==> config.mk <==
export PLATFORM = sky130hd
export DESIGN_NAME = sfp_sum_tx
export DESIGN_NICKNAME = d
export VERILOG_FILES = /design/src/rtl/sfp_pkg.sv /design/src/rtl/sfp_sync_fifo.sv /design/src/rtl/sfp_sum_tx.sv
export SDC_FILE = /design/constraint.sdc
export NUM_CORES = 1
export LEC_CHECK = 0
export BUFFER_PORTS_ARGS = -buffer_cell sky130_fd_sc_hd__buf_2
export CORE_ASPECT_RATIO = 0.75
export CORE_MARGIN = 3
export CORE_UTILIZATION = 60
export DETAILED_ROUTE_END_ITERATION = 16
export PLACE_DENSITY = 0.79
export SYNTH_ARGS = -nofsm -noshare
export SYNTH_HDL_FRONTEND = slang
export SYNTH_SLANG_ARGS = --single-unit
==> constraint.sdc <==
create_clock -name clk -period 3.9 [get_ports clk]
set_input_delay 0.39 -clock clk [delete_from_list [all_inputs] [get_ports clk]]
set_output_delay 0.39 -clock clk [all_outputs]
set_load 0.1 [all_outputs]
==> src/rtl/sfp_pkg.sv <==
// Shared constants, types and helpers for the SFP inter-core row-sum link.
package sfp_pkg;

  localparam int unsigned SFP_LINK_W      = 8;
  localparam int unsigned SFP_PSUM_OUT_W  = 24;
  localparam int unsigned SFP_TAG_W       = 4;
  localparam int unsigned SFP_FIFO_DEPTH  = 4;

  // Header beat carries the row tag starting at this bit, zero elsewhere.
  localparam int unsigned SFP_HDR_TAG_LSB = 0;

  function automatic int unsigned SFP_NB(input int unsigned bw_psum_out,
                                         input int unsigned lw);
    return (bw_psum_out + lw - 1) / lw;
  endfunction

  typedef enum logic [1:0] {
    IDLE,
    HDR,
    PAY
  } sfp_state_e;

endpackage

==> src/rtl/sfp_sync_fifo.sv <==
// Synchronous FIFO with registered full/empty flags and in-place head read.
module sfp_sync_fifo #(
  parameter int unsigned width = 28,
  parameter int unsigned depth = 4
) (
  input  logic                     clk,
  input  logic                     reset,
  input  logic                     wr_en,
  input  logic [width-1:0]         wr_data,
  input  logic                     rd_en,
  input  logic                     peek_next,
  output logic [width-1:0]         head,
  output logic                     full,
  output logic                     empty,
  output logic [$clog2(depth):0]   count
);

  localparam int unsigned AW = $clog2(depth);
  localparam int unsigned CW = AW + 1;

  logic [width-1:0] mem [depth];
  logic [AW-1:0]    wr_ptr;
  logic [AW-1:0]    rd_ptr;
  logic [AW-1:0]    rd_ptr_nx;
  logic [CW-1:0]    count_next;

  // peek_next exposes the entry behind the head so the next header can be
  // formed in the same cycle the current head is popped.
  always_comb begin
    rd_ptr_nx  = rd_ptr + 1'b1;
    head       = mem[peek_next ? rd_ptr_nx : rd_ptr];
    count_next = count + CW'(wr_en) - CW'(rd_en);
  end

  always_ff @(posedge clk) begin
    if (wr_en) begin
      mem[wr_ptr] <= wr_data;
    end
  end

  always_ff @(posedge clk) begin
    if (reset) begin
      wr_ptr <= '0;
      rd_ptr <= '0;
      count  <= '0;
      full   <= 1'b0;
      empty  <= 1'b1;
    end else begin
      if (wr_en) begin
        wr_ptr <= wr_ptr + 1'b1;
      end
      if (rd_en) begin
        rd_ptr <= rd_ptr_nx;
      end
      count <= count_next;
      full  <= (count_next == CW'(depth));
      empty <= (count_next == '0);
    end
  end

endmodule

==> src/rtl/sfp_sum_tx.sv <==
// Row-sum link transmitter: buffers tagged sums and sends each as a
// header beat followed by LSB-first payload beats over a valid/ready link.
module sfp_sum_tx
  import sfp_pkg::*;
#(
  parameter int unsigned bw_psum_out = SFP_PSUM_OUT_W,
  parameter int unsigned lw          = SFP_LINK_W,
  parameter int unsigned bw_tag      = SFP_TAG_W,
  parameter int unsigned depth       = SFP_FIFO_DEPTH
) (
  input  logic                   clk,
  input  logic                   reset,
  input  logic [bw_psum_out-1:0] sum_in,
  input  logic [bw_tag-1:0]      sum_tag,
  input  logic                   sum_vld,
  output logic                   full,
  output logic [lw-1:0]          link_data,
  output logic                   link_first,
  output logic                   link_last,
  output logic                   link_vld,
  input  logic                   link_rdy,
  output logic                   busy,
  output logic                   ovf_err
);

  localparam int unsigned NB  = SFP_NB(bw_psum_out, lw);
  localparam int unsigned CW  = (NB > 1) ? $clog2(NB) : 1;
  localparam int unsigned EW  = bw_tag + bw_psum_out;
  localparam int unsigned FCW = $clog2(depth) + 1;
  localparam logic [CW-1:0] LAST = CW'(NB - 1);

  sfp_state_e           state;
  logic [CW-1:0]        cnt;
  logic [CW-1:0]        cnt_inc;
  logic [EW-1:0]        head;
  logic [bw_tag-1:0]    head_tag;
  logic [bw_psum_out-1:0] head_sum;
  logic [bw_tag-1:0]    hdr_tag;
  logic                 fifo_full;
  logic                 fifo_empty;
  logic [FCW-1:0]       fifo_count;
  logic                 push;
  logic                 pop;
  logic                 queued;
  logic                 remain;

  function automatic logic [lw-1:0] hdr_word(input logic [bw_tag-1:0] t);
    logic [lw-1:0] w;
    w = '0;
    w[SFP_HDR_TAG_LSB +: bw_tag] = t;
    return w;
  endfunction

  function automatic logic [lw-1:0] beat_word(input logic [bw_psum_out-1:0] s,
                                              input logic [CW-1:0]          k);
    logic [NB*lw-1:0] p;
    p = '0;
    p[bw_psum_out-1:0] = s;
    return p[k*lw +: lw];
  endfunction

  sfp_sync_fifo #(
    .width(EW),
    .depth(depth)
  ) u_fifo (
    .clk       (clk),
    .reset     (reset),
    .wr_en     (push),
    .wr_data   ({sum_tag, sum_in}),
    .rd_en     (pop),
    .peek_next (link_last),
    .head      (head),
    .full      (fifo_full),
    .empty     (fifo_empty),
    .count     (fifo_count)
  );

  // On the last beat the FIFO is peeking one entry ahead; if nothing is
  // queued behind the frame, a same-cycle push supplies the next header.
  always_comb begin
    push     = sum_vld && !fifo_full;
    pop      = link_vld && link_rdy && link_last;
    head_tag = head[bw_psum_out +: bw_tag];
    head_sum = head[bw_psum_out-1:0];
    queued   = link_last ? (fifo_count > FCW'(1)) : (fifo_count != '0);
    remain   = (fifo_count > FCW'(1)) || push;
    hdr_tag  = queued ? head_tag : sum_tag;
    cnt_inc  = cnt + 1'b1;
  end

  assign full = fifo_full;
  assign busy = !fifo_empty;

  always_ff @(posedge clk) begin
    if (reset) begin
      state      <= IDLE;
      cnt        <= '0;
      link_vld   <= 1'b0;
      link_first <= 1'b0;
      link_last  <= 1'b0;
      link_data  <= '0;
      ovf_err    <= 1'b0;
    end else begin
      if (sum_vld && fifo_full) begin
        ovf_err <= 1'b1;
      end
      unique case (state)
        IDLE: begin
          if (queued || push) begin
            state      <= HDR;
            link_vld   <= 1'b1;
            link_first <= 1'b1;
            link_last  <= 1'b0;
            link_data  <= hdr_word(hdr_tag);
          end
        end
        HDR: begin
          if (link_rdy) begin
            state      <= PAY;
            cnt        <= '0;
            link_first <= 1'b0;
            link_last  <= (LAST == '0);
            link_data  <= beat_word(head_sum, '0);
          end
        end
        PAY: begin
          if (link_rdy) begin
            if (cnt == LAST) begin
              cnt       <= '0;
              link_last <= 1'b0;
              if (remain) begin
                state      <= HDR;
                link_first <= 1'b1;
                link_data  <= hdr_word(hdr_tag);
              end else begin
                state     <= IDLE;
                link_vld  <= 1'b0;
                link_data <= '0;
              end
            end else begin
              cnt       <= cnt_inc;
              link_last <= (cnt_inc == LAST);
              link_data <= beat_word(head_sum, cnt_inc);
            end
          end
        end
        default: begin
          state <= IDLE;
        end
      endcase
    end
  end

endmodule

### Word-level counts from Yosys, hierarchy flattened

Memory sizes are Yosys's and may differ from the RTL's.
Index checks and enable logic that the tools add are counted.

* equal/unequal tests: 11
* magnitude comparators: 1
* reduce and logical (&&, ||, !) cells: 19
* shift operators: 1
* add/sub/neg operators: 5
* muxes and demuxes: 35

Operator list (count)
* $mux 8: 4
* $pmux 8 s3: 1
* $shiftx 24x6->8: 1
* $mux 2: 8
* $mux 1: 15
* $ne 2x2->1 const B: 6
* $mux 4: 2
* $reduce_and 4->1: 2
* $add 2x1->2 const B: 3
* $eq 2x2->1 const B: 3
* $pmux 1 s3: 2
* $pmux 2 s3: 1
* $reduce_and 6->1: 1
* $reduce_bool 3->1: 2
* $reduce_and 5->1: 1
* $logic_and 1x1->1: 4
* $pmux 2 s2: 1
* $reduce_bool 2->1: 2
* $add 3x1->3: 1
* $eq 3x3->1 const B: 1
* $gt 3x1->1 const B: 1
* $logic_not 3->1: 1
* $reduce_and 3->1: 1
* $sub 3x1->3: 1
* 5 further kinds: 7

* memory bits (writable): 112
* memories: 1
* bits in registers: 25
* output and inout port bits: 14

Memory list
* u_fifo.mem: depth 4, width 28, rd ports 1, clocked after memory_dff 0, write ports 1, RTL line sfp_sync_fifo.sv:21 `logic [width-1:0] mem [depth];`

### Longest topological paths before layout

Gate-level depths: netlist of the first run.
An unclocked memory read counts as a cell.

* depth in word-level cells: 8
* depth in mapped cells: 11
* depth with buffers taken out: 8

### Hierarchy

A second synthesis of the first run with hierarchy kept.

* cell total of the unflattened synthesis: 335
* area total of the unflattened synthesis: 5844.4 um^2

Modules (own cells, without submodules)
* sfp_sync_fifo: sequential area each 3543.4 um^2, instances 1, cells an instance 190, area an instance 4534.3 um^2
* sfp_sum_tx: sequential area each 320.3 um^2, instances 1, cells an instance 145, area an instance 1310.0 um^2

### Least setup slack after synthesis of the first run

OpenSTA, ideal clock, no wires.

* path type: register -> register
* start: register link_last
* end: register u_fifo.full
* setup time: 0.078 ns
* clock period less this slack: 3.113 ns
* stages on the path, launching flop included: 12
* arrival: 3.035 ns
* setup slack: 0.787 ns
* path buffers: 3
* path through: dfxtp_1 -> buf_12 -> buf_2 -> buf_1 -> and3_1 -> ha_1 -> inv_1 -> ha_1 -> fa_1 -> xnor2_1 -> nand2_1 -> nor3_1

* word-level cells in the longest chain between the ends: 3

RTL lines
* start, declared: RTL line sfp_sum_tx.sv:19 `output logic link_last,`
* start signal, assigned: RTL line sfp_sum_tx.sv:122 `link_last <= (LAST == '0);`
* start signal, assigned: RTL line sfp_sum_tx.sv:142 `link_last <= (cnt_inc == LAST);`
* $logic_and 1x1->1: RTL line sfp_sum_tx.sv:82 `pop = link_vld && link_rdy && link_last;`
* via pop: RTL line sfp_sum_tx.sv:43 `logic pop;`
* $sub 3x1->3: RTL line sfp_sync_fifo.sv:32 `count_next = count + CW'(wr_en) - CW'(rd_en);`
* $eq 3x3->1: RTL line sfp_sync_fifo.sv:56 `full <= (count_next == CW'(depth));`
* end signal, assigned: RTL line sfp_sync_fifo.sv:56
* end, declared: RTL line sfp_sync_fifo.sv:13 `output logic full,`

The timed path passes the listed nets, and every way through them passes these cells.
A chain may end at the register's enable or synchronous reset.

### Final worst setup path of the first run

* start: register u_fifo.rd_ptr[0]
* end: register link_data[0]

* word-level cells in the longest chain between the ends: 8
* elaborated cells on any way between the ends: 11

RTL lines
* start, declared: RTL line sfp_sync_fifo.sv:23 `logic [AW-1:0] rd_ptr;`
* start signal, assigned: RTL line sfp_sync_fifo.sv:53 `rd_ptr <= rd_ptr_nx;`
* $add 2x1->2: RTL line sfp_sync_fifo.sv:30 `rd_ptr_nx = rd_ptr + 1'b1;`
* $mux 2 *: RTL line sfp_sync_fifo.sv:31 `head = mem[peek_next ? rd_ptr_nx : rd_ptr];`
* $mem_v2 4x28 *
* branches (longest 4 deep; another with $shiftx 24x6->8)
* $pmux 8 s3 *: RTL line sfp_sum_tx.sv:107 `unique case (state)`
* end signal, assigned: RTL line sfp_sum_tx.sv:114 `link_data <= hdr_word(hdr_tag);`
* end signal, assigned: RTL line sfp_sum_tx.sv:123 `link_data <= beat_word(head_sum, '0);`
* end signal, assigned: RTL line sfp_sum_tx.sv:134 `link_data <= hdr_word(hdr_tag);`
* end, declared: RTL line sfp_sum_tx.sv:17 `output logic [lw-1:0] link_data,`

Every way passes the cells marked *. The select of a mux whose other input is x is not followed.

==> results.py, run 1 <==
metrics = {
    "outcome": {
        "status": "completed",
    },
    "timing": {
        "finalSetupTns_ns": 0,
        "finalCriticalPeriod_ns": 2.74,
        "maxSlewViolCount": 0,
        "hold_viol_final": 0,
        "worst_pin_slew_ns": 0.808,
        "setup_viol_count_final": 0,
        "rsz0062_at_grt": "no",
        "fin_crit_sh": 0.703,
        "slew_headroom": 0.461,
        "fmax_mhz": 365,
        "holdWs_ns": 0.193,
        "finalClockSkew_ns": 0.00859,
    },
    "clock_network": {
        "ctsRootBufferMaster": "clkbuf_16",
        "tritoncts": "done",
        "clock_sinks": 137,
        "cts_made_buffers": 17,
        "path_clk_slew_ns": 0.06,
        "ctsHtreeMaxLevel": 4,
        "hold_buffers": 0,
        "cts_buffer_depth": 2,
        "clk_latency_ns": 0.41,
        "postCtsSetupBuffers": 0,
        "cts_resized": 0,
    },
    "worst_setup_path": {
        "setup.worst_path.start_class": "flip-flop",
        "critPathMaxFanout": 16,
        "slowest_stage": "dfxtp_2",
        "critPathKind": "reg2reg",
        "cp.arrival_ns": 3.04,
        "cpLargestDelayFamily": "compound AO/OA/AOI/OAI gates",
        "end_kind": "flip-flop",
        "critPathMaxStageDelay_ns": 0.64,
        "crit_path_cell_trace": "nand2_2, xnor2_4, a21oi_1, a2111oi_0, o311ai_0, a32o_1",
        "required_ns": 4.20,
        "critPathBufInv": 0,
    },
    "floorplan": {
        "rows": 31,
        "ioPinCount": 46,
        "core_um2": 9930,
        "dieArea_um2": 11800,
        "fp.dieH_um": 94.8,
        "start_util": 0.635,
        "die_w_um": 124,
    },
    "placed_design": {
        "hpwlAfterDp_um": 8820,
        "gp_congestion": 0.860,
        "portBuffers": 45,
    },
    "flow_run": {
        "cap_violations": 0,
    },
    "drt": {
        "postRouteAntennaNets": 0,
        "dr.pass1.iters": 5,
        "drc": 0,
        "vias_per_cell": 6.36,
        "vias": 4005,
        "wl_per_cell_um": 21.3,
        "drt_wl_total_um": 13400,
        "drt_iter0_drc": 346,
    },
    "finish": {
        "num-nets-final": 534,
        "drive_gt1_frac": 0.247,
        "antenna_cells": 0,
        "areaGrowthSynthToFinish_pct": 13.3,
    },
    "global_routing": {
        "grt_max_degree": 41,
        "antenna_found_initial": 0,
        "overflow": 0,
        "grt_pass1_wl_um": 21500,
        "gr-usage-all-layers": 0.238,
        "grt_pass1_vias": 4026,
    },
    "synth": {
        "yosys_warnings": 0,
        "ys_ff_latch": 137,
        "syn_area_um2": 6300,
        "async_reset_ff_frac": 0,
        "ys.flop_type": "edfxtp_1",
        "yosys-top-cells-area": "edfxtp_1 (53%), dfxtp_1 (7.9%), mux4_2 (6.4%)",
        "yosysTopAreaCellShare": 0.534,
        "postSynthCellCount": 441,
        "synth-seq-area-share": 0.613,
        "avgSynthCellArea_um2": 14.3,
        "syn-num-nets": 490,
        "yosysTopAreaCell": "edfxtp_1",
        "synth_edf_count": 112,
        "yosysUniqueCellTypes": 63,
    },
    "hold_path": {
        "min_path_type": "in2reg",
    },
    "power": {
        "powerDensity_nw_per_um2": 604,
        "leakage_nw": 2.48,
        "worst_ir_drop_vdd_mv": 0.457,
    },
}
## path summary, 6_finish.rpt
check | startpoint | endpoint | slack [ns] | cells past startpoint
worst max-delay path | u_fifo.rd_ptr[0] | link_data[0] | 1.16 | 6
worst min-delay path | sum_in[11] | u_fifo.mem[3][11] | 0.19 | 1
worst max register to register | u_fifo.rd_ptr[0] | link_data[0] | 1.16 | 6
worst min register to register | ovf_err | ovf_err | 0.46 | 2
## cells by family after synthesis
| family | after synthesis | synth area share |
|---|---|---|
| buffers and inverters | 43 | 0.0326 |
| DFF | 137 | 0.613 |
| xor gates and xnor gates | 8 | 0.0212 |
| adders and majority gates | 17 | 0.0349 |
| AOI/OAI and AO/OA | 97 | 0.114 |
| and+or+nand+nor | 92 | 0.0713 |
| muxes | 47 | 0.113 |
## layer usage
| layer | track usage | share of wire |
|---|---|---|
| met1 | 0.333 | 0.45 |
| met2 | 0.372 | 0.47 |
| met3 | 0.0695 | 0.062 |
| met4 | 0.0639 | 0.0096 |
| met5 | 0 | 0 |
## placed cells by master (no fill, tap or decap), types with 7 or more instances in the layout
| cell type | synthesis | routed |
|---|---|---|
| mux2_2 | 9 | 9 |
| nand2b_1 | 7 | 7 |
| nand2_1 | 27 | 27 |
| nor2_1 | 20 | 20 |
| a211oi_1 | 10 | 10 |
| o22ai_1 | 8 | 8 |
| o21ai_0 | 9 | 9 |
| o211ai_1 | 9 | 9 |
| edfxtp_1 | 112 | 112 |
| inv_1 | 19 | 19 |
| buf_2 | 9 | 45 |
| mux2i_1 | 19 | 19 |
| clkbuf_16 | 0 | 17 |
| mux4_2 | 18 | 18 |
| ha_1 | 16 | 16 |
| a21oi_1 | 16 | 16 |
| dfxtp_1 | 25 | 23 |
## registers in the layout, indices dropped and copies added (netlist names)
name and count:
cnt 2, link_data 8, link_first 1, link_last 1, link_vld 1, ovf_err 1
state 2, u_fifo.count 3, u_fifo.empty 1, u_fifo.full 1, u_fifo.mem 112, u_fifo.rd_ptr 2
u_fifo.wr_ptr 2
## power by group
part	internal, mW	switching [mW]	leakage [nW]
registers	1.74	0.0842	1.23
clock network	0.874	0.603	0.269
logic	0.284	0.723	0.977
## cell usage after synthesis, drive strengths merged (3+ instances only)
cell       n
a2111oi    3
a211oi    10
a21oi     16
a22oi      6
a31oi      5
a32o       4
a32oi      3
and2       7
buf       16
clkbuf     7
dfxtp     25
edfxtp   112
ha        16
inv       20
mux2      10
mux2i     19
mux4      18
nand2     29
nand2b     7
nand3      6
nor2      20
nor2b      6
nor3       6
nor4       3
o211ai     9
o21ai     10
o221ai     6
o22ai      8
o31ai      3
xnor2      7
## per-stage QoR
step | setup slack (ns) | power, mW | utilization | cell area, um2 | instances
after floorplan | 0.787 | 2.60 | - | 6300 | 441
after global placement | 1.40 | 2.82 | 0.664 | 6590 | 598
after detailed placement | 1.24 | 2.84 | 0.664 | 6590 | 598
after CTS | 1.21 | 4.33 | 0.719 | 7140 | 630
after global routing | 1.00 | 4.49 | 0.719 | 7140 | 630
final | 1.16 | 4.31 | 0.719 | 7140 | 630
## worst register-to-register path, cell delays in order, from the launching register on
cell       delay (ns)
dfxtp_2          0.64
nand2_2          0.34
xnor2_4          0.61
a21oi_1          0.08
a2111oi_0        0.47
o311ai_0         0.21
a32o_1           0.29
## area by class of cell
cell class	instances	area [um2]
fillers	675	2790
clock inverters	15	125
flip-flops and latches	137	3870
clock buffers	17	425
multi-input cells	261	2240
inverters	20	75.1
repair buffers	48	248
well taps	132	165
Power figures use the tool's default switching activity.
==> inputs of run 2 (changes only) <==
--- a/config.mk
+++ b/config.mk
@@ -5,12 +5,13 @@
 export SDC_FILE = /design/constraint.sdc
 export NUM_CORES = 1
 export LEC_CHECK = 0
+export ABC_AREA = 1
 export BUFFER_PORTS_ARGS = -buffer_cell sky130_fd_sc_hd__buf_2
 export CORE_ASPECT_RATIO = 0.75
 export CORE_MARGIN = 3
-export CORE_UTILIZATION = 60
+export CORE_UTILIZATION = 54
 export DETAILED_ROUTE_END_ITERATION = 16
-export PLACE_DENSITY = 0.79
+export PLACE_DENSITY = 0.76
 export SYNTH_ARGS = -nofsm -noshare
 export SYNTH_HDL_FRONTEND = slang
 export SYNTH_SLANG_ARGS = --single-unit
==> constraint.sdc (replaced) <==
create_clock -name clk -period 2.5 [get_ports clk]
set_input_delay 0.25 -clock clk [delete_from_list [all_inputs] [get_ports clk]]
set_output_delay 0.25 -clock clk [all_outputs]
set_load 0.1 [all_outputs]
==> run 2 against run 1 <==
Design area increased by 2.2%. Flip-flop and latch count unchanged. Count of clock-buffer cells in the layout unchanged. Clock power increased by 72%. Maximum frequency increased by 29%. Worst setup slack got worse by 0.79 ns. Synthesized area decreased by 0.32%. Global-route usage decreased by 0.68 points. Sequential power increased by 61%. Register-to-register slack got worse by 0.79 ns. Largest cell class unchanged. Highest routed layer unchanged.
==> results.py, run 2 <==
metrics = {
    "worst_setup_path": {
        "cp.arrival_ns": 2.42,
        "end_kind": "flip-flop",
        "reg2regPathDepth": 11,
        "critPathKind": "reg2reg",
        "required_ns": 2.79,
        "critPathMaxFanout": 28,
        "setup.worst_path.start_class": "flip-flop",
    },
    "floorplan": {
        "rows": 33,
        "start_util": 0.563,
        "ioPinCount": 46,
        "dieArea_um2": 13000,
        "core_um2": 11100,
        "fp.dieH_um": 99.4,
        "die_w_um": 131,
    },
    "clock_network": {
        "cts_buffer_depth": 2,
        "path_clk_slew_ns": 0.06,
        "hold_buffers": 0,
        "tritoncts": "done",
        "postCtsSetupBuffers": 0,
        "cts_resized": 0,
        "ctsHtreeMaxLevel": 4,
        "cts_made_buffers": 17,
        "ctsRootBufferMaster": "clkbuf_16",
        "clock_sinks": 137,
        "clk_latency_ns": 0.42,
    },
    "synth": {
        "synth_top_family_by_area": "simple AND/OR/NAND/NOR gates",
        "yosys-top-cells-area": "edfxtp_1 (54%), nand2_1 (14%), dfxtp_1 (8.0%)",
        "yosysTopAreaCell": "edfxtp_1",
        "synth_edf_count": 112,
        "synth-simple-area-share": 0.241,
        "synthTopCellsByCount": "nand2_1 (226), edfxtp_1 (112), nand3_1 (88)",
        "synthMuxAreaShare": 0,
        "postSynthCellCount": 671,
        "syn_area_um2": 6280,
        "synth_compound_gate_area_share": 0.0414,
        "yosysTopAreaCellShare": 0.535,
        "syn-num-nets": 720,
        "yosysMostFrequentCell": "nand2_1",
        "yosys_warnings": 0,
        "synth-seq-area-share": 0.615,
        "avgSynthCellArea_um2": 9.36,
        "ys.flop_type": "edfxtp_1",
        "synth_xor_area_frac": 0.00139,
        "ys_ff_latch": 137,
        "synthAdderAreaFrac": 0.0351,
        "yosysUniqueCellTypes": 26,
        "async_reset_ff_frac": 0,
    },
    "global_routing": {
        "met2_usage": 0.382,
        "grt_pass1_wl_um": 22900,
        "grt_pass1_vias": 4617,
        "antenna_found_initial": 0,
        "grt_max_degree": 36,
        "met3_usage": 0.0564,
        "busiest_layer": "met2",
        "met1_usage": 0.297,
        "overflow": 0,
        "gr-usage-all-layers": 0.231,
    },
    "drt": {
        "drc": 0,
        "postRouteAntennaNets": 0,
        "vias": 4754,
        "drt_wl_total_um": 14300,
        "dr.pass1.iters": 6,
        "wl_per_cell_um": 16.3,
        "vias_per_cell": 5.41,
        "drt_iter0_drc": 496,
    },
    "placed_design": {
        "portBuffers": 45,
        "gp_congestion": 0.849,
        "hpwlAfterDp_um": 8830,
        "pre_cts_ws_ns": 0.422,
    },
    "timing": {
        "fmax_mhz": 469,
        "finalClockSkew_ns": 0.00794,
        "slew_headroom": 0.561,
        "rsz0062_at_grt": "no",
        "finalSetupTns_ns": 0,
        "setup_viol_count_final": 0,
        "fin_crit_sh": 0.853,
        "worst_pin_slew_ns": 0.656,
        "hold_viol_final": 0,
        "finalCriticalPeriod_ns": 2.13,
        "setup_ws_ns": 0.368,
        "maxSlewViolCount": 0,
    },
    "finish": {
        "layout_common_cells": "nand2_1 (226), edfxtp_1 (112), nand3_1 (88)",
        "largest-register": "u_fifo.mem",
        "num-nets-final": 774,
        "regArea_um2": 3870,
        "fill_cells": 885,
        "areaGrowthSynthToFinish_pct": 16.2,
        "drive_gt1_frac": 0.142,
        "top_regs": "u_fifo.mem (112), link_data (8), u_fifo.count (3)",
        "final_common_cell": "nand2_1",
        "multi_input_comb_area_um2": 2010,
        "antenna_cells": 0,
        "largest_reg_flops": 112,
    },
    "outcome": {
        "status": "completed",
    },
    "flow_run": {
        "cap_violations": 0,
    },
    "power": {
        "powerDensity_nw_per_um2": 1220,
        "pwr-share-comb": 0.386,
        "leakage_nw": 3.21,
        "intPower_mw": 5.32,
        "worst_ir_drop_vdd_mv": 0.594,
        "seq_power_share": 0.330,
        "switching_power_mw": 3.61,
        "sw_frac_of_total": 0.404,
        "clkPwrFrac": 0.284,
    },
    "hold_path": {
        "holdPathStages": 1,
        "min_path_type": "in2reg",
    },
}
-- run 2: power by group through the flow --
stage	sequential, mW	combinational, mW	clock, mW
floorplan	3.41	2.10	0
global placement	2.98	3.31	0
detailed placement	2.99	3.38	0
CTS	2.94	3.43	2.55
global route	2.97	3.84	2.66
finish	2.94	3.45	2.54
-- run 2: worst max-delay path: stages (launching register included) --
cell     delay [ns]
dfxtp_1        0.45
inv_2          0.09
nand2_1        0.08
nand3_1        0.09
nand2_2        0.50
nand3_1        0.24
nand3_1        0.12
nand3_1        0.12
nand3_1        0.10
nand2_1        0.05
nand2_1        0.06
a21oi_1        0.07
-- run 2: final cells by class --
cell class                 count  area share
timing repair buffer          59      0.0487
tap                          140      0.0240
clock buffer                  17      0.0583
inverter                      78      0.0401
multi-input combinational    432       0.276
sequential                   137       0.530
clock inverter                15      0.0237
-- run 2: routing by layer --
| layer | share of wire | vias up |
|---|---|---|
| li1 | - | 2314 |
| met5 | 0 | - |
| met4 | 0.017 | 0 |
| met1 | 0.42 | 2188 |
| met3 | 0.081 | 36 |
| met2 | 0.48 | 216 |
-- run 2: logic make-up (layout without fill, tap and decap cells) --
family | count (synthesis) | count (layout)
adder cells (fa/ha/maj) | 17 | 17
AO/OA/AOI/OAI | 49 | 49
XOR/XNOR | 1 | 1
flip-flops | 137 | 137
buffers and inverters | 102 | 169
AND/OR/NAND/NOR | 365 | 365
-- run 2: final timing paths --
path                          from          endpoint  slack (ns)
setup / recovery  u_fifo.rd_ptr[0]      link_data[5]        0.37
hold / removal           sum_in[5]  u_fifo.mem[3][5]        0.04
setup reg to reg  u_fifo.rd_ptr[0]      link_data[5]        0.37
hold reg to reg            ovf_err           ovf_err        0.46
-- run 2: metrics by stage --
| step | hold WS, ns | power (mW) | instance area [um2] | util | instances |
|---|---|---|---|---|---|
| floorplan | 0.349 | 5.51 | 6280 | - | 671 |
| global placement | 0.444 | 6.29 | 6700 | 0.601 | 846 |
| detailed placement | 0.449 | 6.37 | 6700 | 0.601 | 846 |
| CTS | 0.0381 | 8.92 | 7300 | 0.655 | 878 |
| global route | 0.0375 | 9.47 | 7300 | 0.655 | 878 |
| finish | 0.0411 | 8.93 | 7300 | 0.655 | 878 |
